### config.mk
export PLATFORM = sky130hd
export DESIGN_NAME = d_mem_bridge8
export DESIGN_NICKNAME = d
export VERILOG_FILES = /design/src/rtl/d_mem_bridge8.sv
export SDC_FILE = /design/constraint.sdc
export NUM_CORES = 1
export LEC_CHECK = 0
export ABC_AREA = 1
export CAP_MARGIN = 20
export CORE_MARGIN = 2
export CORE_UTILIZATION = 52
export DETAILED_ROUTE_END_ITERATION = 8
export DONT_BUFFER_PORTS = 1
export HOLD_SLACK_MARGIN = 0.06
export PLACE_DENSITY = 0.76
export SETUP_SLACK_MARGIN = 0.4
export SLEW_MARGIN = 20
export SYNTH_ARGS = -nofsm -noshare
export SYNTH_HDL_FRONTEND = slang
export SYNTH_SLANG_ARGS = --single-unit
### constraint.sdc
create_clock -name clk -period 1.8 [get_ports clk]
set_input_delay 0.18 -clock clk [delete_from_list [all_inputs] [get_ports clk]]
set_output_delay 0.18 -clock clk [all_outputs]
set_load 0.005 [all_outputs]
### src/rtl/d_mem_bridge8.sv
// Bridges the core's 16-bit data-memory port onto a single 8-bit synchronous SRAM.
// Word accesses are split into even/odd byte accesses with optional wait states; a write to HALT_ADDR raises a sticky halt flag.
module d_mem_bridge8 #(
  parameter int unsigned ADDR_W      = 16,
  parameter int unsigned WAIT_STATES = 0,
  parameter logic [15:0] HALT_ADDR   = 16'hFFFE
) (
  input  logic              clk,
  input  logic              a_rst,
  input  logic              d_mem_assert,
  input  logic              d_mem_cmd,
  input  logic              d_mem_be0,
  input  logic              d_mem_be1,
  input  logic [15:0]       d_mem_addr,
  input  logic [15:0]       d_mem_wdata,
  output logic [15:0]       d_mem_rdata,
  output logic              d_mem_rdy,
  output logic              sram_en,
  output logic              sram_we,
  output logic [ADDR_W-1:0] sram_addr,
  output logic [7:0]        sram_wdata,
  input  logic [7:0]        sram_rdata,
  output logic              halt
);

  localparam logic [3:0] WS = 4'(WAIT_STATES);

  typedef enum logic [2:0] {
    S_IDLE,
    S_ISSUE,
    S_WAIT,
    S_CAPTURE,
    S_RESP
  } state_e;

  state_e            state_q, state_d;
  logic              cmd_q, cmd_d;
  logic              word_q, word_d;
  logic [15:0]       addr_q, addr_d;
  logic [15:0]       wdata_q, wdata_d;
  logic              idx_q, idx_d;
  logic [3:0]        cnt_q, cnt_d;
  logic [15:0]       rdata_q, rdata_d;
  logic              rdy_q, rdy_d;
  logic              en_q, en_d;
  logic              we_q, we_d;
  logic [ADDR_W-1:0] saddr_q, saddr_d;
  logic [7:0]        swdata_q, swdata_d;
  logic              halt_q, halt_d;
  logic [15:0]       byte_addr;

  // Next-state and next-output logic; outputs are derived from the next state so they are registered.
  always_comb begin
    state_d   = state_q;
    cmd_d     = cmd_q;
    word_d    = word_q;
    addr_d    = addr_q;
    wdata_d   = wdata_q;
    idx_d     = idx_q;
    cnt_d     = cnt_q;
    rdata_d   = rdata_q;
    rdy_d     = 1'b0;
    en_d      = 1'b0;
    we_d      = 1'b0;
    saddr_d   = saddr_q;
    swdata_d  = swdata_q;
    halt_d    = halt_q;
    byte_addr = 16'h0000;

    case (state_q)
      S_IDLE: begin
        if (d_mem_assert) begin
          state_d = S_ISSUE;
          cmd_d   = d_mem_cmd;
          word_d  = d_mem_be0 & d_mem_be1;
          addr_d  = d_mem_addr;
          wdata_d = d_mem_wdata;
          idx_d   = 1'b0;
        end
      end
      S_ISSUE: begin
        if (WS != 4'd0) begin
          state_d = S_WAIT;
          cnt_d   = WS - 4'd1;
        end else begin
          state_d = S_CAPTURE;
        end
      end
      S_WAIT: begin
        if (cnt_q == 4'd0) state_d = S_CAPTURE;
        else               cnt_d   = cnt_q - 4'd1;
      end
      S_CAPTURE: begin
        if (!cmd_q) begin
          if (!word_q)     rdata_d       = {8'h00, sram_rdata};
          else if (!idx_q) rdata_d[15:8] = sram_rdata;
          else             rdata_d[7:0]  = sram_rdata;
        end
        if (word_q && !idx_q) begin
          state_d = S_ISSUE;
          idx_d   = 1'b1;
        end else begin
          state_d = S_RESP;
        end
      end
      S_RESP:  state_d = S_IDLE;
      default: state_d = S_IDLE;
    endcase

    // Even byte first for words; addr[0] is ignored on word accesses.
    byte_addr = word_d ? {addr_d[15:1], idx_d} : addr_d;
    if (state_d == S_ISSUE) begin
      en_d     = 1'b1;
      we_d     = cmd_d;
      saddr_d  = ADDR_W'(byte_addr);
      swdata_d = (word_d && !idx_d) ? wdata_d[15:8] : wdata_d[7:0];
    end

    if (state_d == S_RESP) begin
      rdy_d = 1'b1;
      if (cmd_q && ({addr_q[15:1], 1'b0} == HALT_ADDR)) halt_d = 1'b1;
    end
  end

  always_ff @(posedge clk or negedge a_rst) begin
    if (!a_rst) begin
      state_q  <= S_IDLE;
      cmd_q    <= 1'b0;
      word_q   <= 1'b0;
      addr_q   <= 16'h0000;
      wdata_q  <= 16'h0000;
      idx_q    <= 1'b0;
      cnt_q    <= 4'd0;
      rdata_q  <= 16'h0000;
      rdy_q    <= 1'b0;
      en_q     <= 1'b0;
      we_q     <= 1'b0;
      saddr_q  <= '0;
      swdata_q <= 8'h00;
      halt_q   <= 1'b0;
    end else begin
      state_q  <= state_d;
      cmd_q    <= cmd_d;
      word_q   <= word_d;
      addr_q   <= addr_d;
      wdata_q  <= wdata_d;
      idx_q    <= idx_d;
      cnt_q    <= cnt_d;
      rdata_q  <= rdata_d;
      rdy_q    <= rdy_d;
      en_q     <= en_d;
      we_q     <= we_d;
      saddr_q  <= saddr_d;
      swdata_q <= swdata_d;
      halt_q   <= halt_d;
    end
  end

  assign d_mem_rdata = rdata_q;
  assign d_mem_rdy   = rdy_q;
  assign sram_en     = en_q;
  assign sram_we     = we_q;
  assign sram_addr   = saddr_q;
  assign sram_wdata  = swdata_q;
  assign halt        = halt_q;

endmodule

==> reports/metrics.yaml <==
drv_cap: 0
r2r_start: "state_q[1]"
diodes: 0
cts_hold_buf: 41
crit_buf_inv: 3
fin_setup_tns_ns: 0
fp.coreArea_um2: 6830
cts-root-buf: "clkbuf_8"
gp_congestion: 0.793
syn_nets: 470
clock_skew_ns: 0.0130
final_cells: 597
first_global_vias: 3115
ys_types: 30
critPathLaunch: "state_q[1]"
start_util_pct: 54.0
synthTopCellsByArea: "dfrtp_1 58%, nand2_1 16%, nand3_1 6.7%"
post-route-min-period_ns: 1.65
status: "finished, violations left"
rsz0062_at_grt: "true"
grt-ovfl-total: 0
die_w_um: 88.2
synth_compound_area_share_pct: 4.48
nets: 543
via_per_inst: 5.28
ys_ff_latch: 86
cp.depth: 8
violations: "hold timing"
routedWlPerCell_um: 16.4
row_count: 30
cp_data_arrival_time_ns: 1.94
drc: 0
worstReg2RegEnd: "sram_addr[2]"
grt_max_degree: 87
max_freq_ghz: 0.608
p_leak_nw: 2.48
grt_pass1_wl_mm: 14.8
critical-path-top-delay-family: "simple AND/OR/NAND/NOR gates"
dr.pass1.iters: 5
r2r_cells: 8
cts_tree: "built"
antenna_found_initial: 0
drive_above_1_share_pct: 21.4
place_ws_ns: 0.147
synth_top_area_share_pct: 58.4
required_ns: 2.09
die_h_um: 88.2
drv_slew: 0
hold_violations: 86
crit_fanout: 6
peakVddDrop_mv: 1.01
worstSetupPathType: "reg2reg"
synth-adder-area-share_pct: 0.339
synthMuxAreaShare_pct: 0
synth_area_um2: 3690
r2r_slack_ns: 0.15
synth_top_family_by_area: "simple AND/OR/NAND/NOR gates"
finalWorstSetupSlack_ns: 0.154
finalWirelength_mm: 9.81
ioPinCount: 90
synthSimpleGateAreaFrac_pct: 27.7
area_delta_synth_final_pct: 34.0
syn_avg_cell_area_um2: 8.71
synth_top_area_cell: "dfrtp_1"
slowest_stage: "dfrtp_2"
ys_warn_count: 0
synthXorXnorAreaFrac_pct: 0.475
setup_viol: 0
clkLatencyLatePin_ns: 0.36
critical_path.cell_chain: "inv_4 > nor3_4 > buf_4 > inv_2 > nand2_4 > nor2_4 > nand2_1 > nand2_1"
cts_buffers: 9
drt_iter0_markers: 206
power_density_nw_per_um2: 1890
vias: 3154
cp-end-kind: "flip-flop"
ys_seq_area_share_pct: 58.4
relSlewSlack_pct: 76.1
h-tree-depth: 3
postRouteAntennaNets: 0
grtUsageTotal_pct: 25.0
min_period_over_period_pct: 91.4
numPortBuffers: 0
tightest_slew_ns: 0.357
slowest_delay_ns: 0.45
synthCells: 423
worstSetupEndpoint: "sram_addr[2]"
path_clk_slew_ns: 0.09
dp.cells: 511
clock_path_buffers: 2
dieArea_um2: 7780
hp-class: "in2async"
start_kind: "flip-flop"
hpwl_mm: 5.05
cts_sinks: 86
cpMostUsedCell: "nand2_1"
whs_ns: -0.486
## cell type report
| type | instances | area (µm²) |
|---|---|---|
| flip-flops and latches | 86 | 2160 |
| clock buffers | 10 | 138 |
| repair buffers | 71 | 728 |
| fillers | 491 | 1890 |
| well taps | 96 | 120 |
| multi-input cells | 271 | 1490 |
| clock inverters | 6 | 92.6 |
| inverters | 57 | 219 |
## where the power goes
group / internal [mW] / switching (mW)
sequential: 2.80 / 0.593
combinational: 1.67 / 2.73
clock: 0.826 / 0.708
## metrics by stage
step	util, %	area (µm²)	total power, mW
floorplan	-	3710	5.71
global placement	55.4	3780	6.17
detailed placement	55.4	3780	6.29
CTS	69.7	4760	8.76
global route	72.3	4940	9.97
finish	72.3	4940	9.32
## synthesized netlist by cell type (all sizes together)
library cell,instances
or2,1
nand4,4
a21oi,3
clkbuf,1
o21ai,26
clkinv,1
a211oi,1
nor3,3
dfrtp,86
xor2,2
nor2,15
buf,14
ha,1
inv,56
nand2,157
nand3b,2
nand3,50
## repair_timing
item / 4_1_cts / 5_1_grt
setup buffers: 11 / 11
endpoints found under the setup margin: 46 / 55
cloned: 5 / 2
pin swaps: 16 / 12
endpoints found under the hold margin: 135 / 86
resized for setup: 44 / 30
## sequential cells by signal (all words and copies together), names as in the netlist, 3 cells and up
signal	count
cnt_q	4
wdata_q	16
state_q	3
d_mem_rdata	16
addr_q	16
sram_wdata	8
sram_addr	16
## worst min-delay path by stage
stage	startpoint	endpoint	slack [ns]	depth (start not counted)
floorplan	a_rst	addr_q[0]	-0.12	0
global placement	a_rst	d_mem_rdata[14]	-0.11	0
detailed placement	a_rst	d_mem_rdata[10]	-0.11	0
CTS	a_rst	sram_addr[10]	-0.49	0
global route	a_rst	state_q[2]	-0.50	0
finish	a_rst	d_mem_rdata[7]	-0.49	0
## per-layer routing
metal | track usage (%) | up-vias | routed length [µm]
met5 | 0 | - | 0
li1 | - | 1468 | -
met3 | 5.94 | 33 | 698
met4 | 9.50 | 0 | 348
met2 | 43.3 | 159 | 5000
met1 | 30.2 | 1494 | 3770
## cells in the final DEF (no fill, tap or decap), types with 2 or more instances in the layout
| cell type | n |
|---|---|
| nor2_2 | 2 |
| nand2_2 | 8 |
| inv_1 | 50 |
| nand3_1 | 33 |
| nor3_1 | 2 |
| inv_2 | 4 |
| dlygate4sd3_1 | 41 |
| nand4_1 | 3 |
| dfrtp_1 | 83 |
| nor2_1 | 9 |
| buf_4 | 21 |
| o21ai_1 | 18 |
| nand2_1 | 145 |
| buf_12 | 4 |
| dfrtp_2 | 3 |
| nand3_4 | 4 |
| nand2_4 | 5 |
| clkbuf_8 | 10 |
| o21ai_0 | 2 |
| o21ai_2 | 6 |
| inv_4 | 2 |
| bufinv_16 | 2 |
| buf_8 | 2 |
| xor2_1 | 2 |
| nand3_2 | 16 |
| nor2_4 | 5 |
| nand3b_1 | 2 |
| buf_6 | 2 |
| a21oi_1 | 3 |
| clkinvlp_4 | 2 |
## kinds of logic (layout without fill, tap and decap cells)
group | Yosys count | in the layout
AOI/OAI and AO/OA | 30 | 30
xor gates and xnor gates | 2 | 2
adders and majority gates | 1 | 1
buffers and inverters | 72 | 144
DFF | 86 | 86
and+or+nand+nor | 232 | 238
No activity file was read; power rests on OpenSTA's default activity.
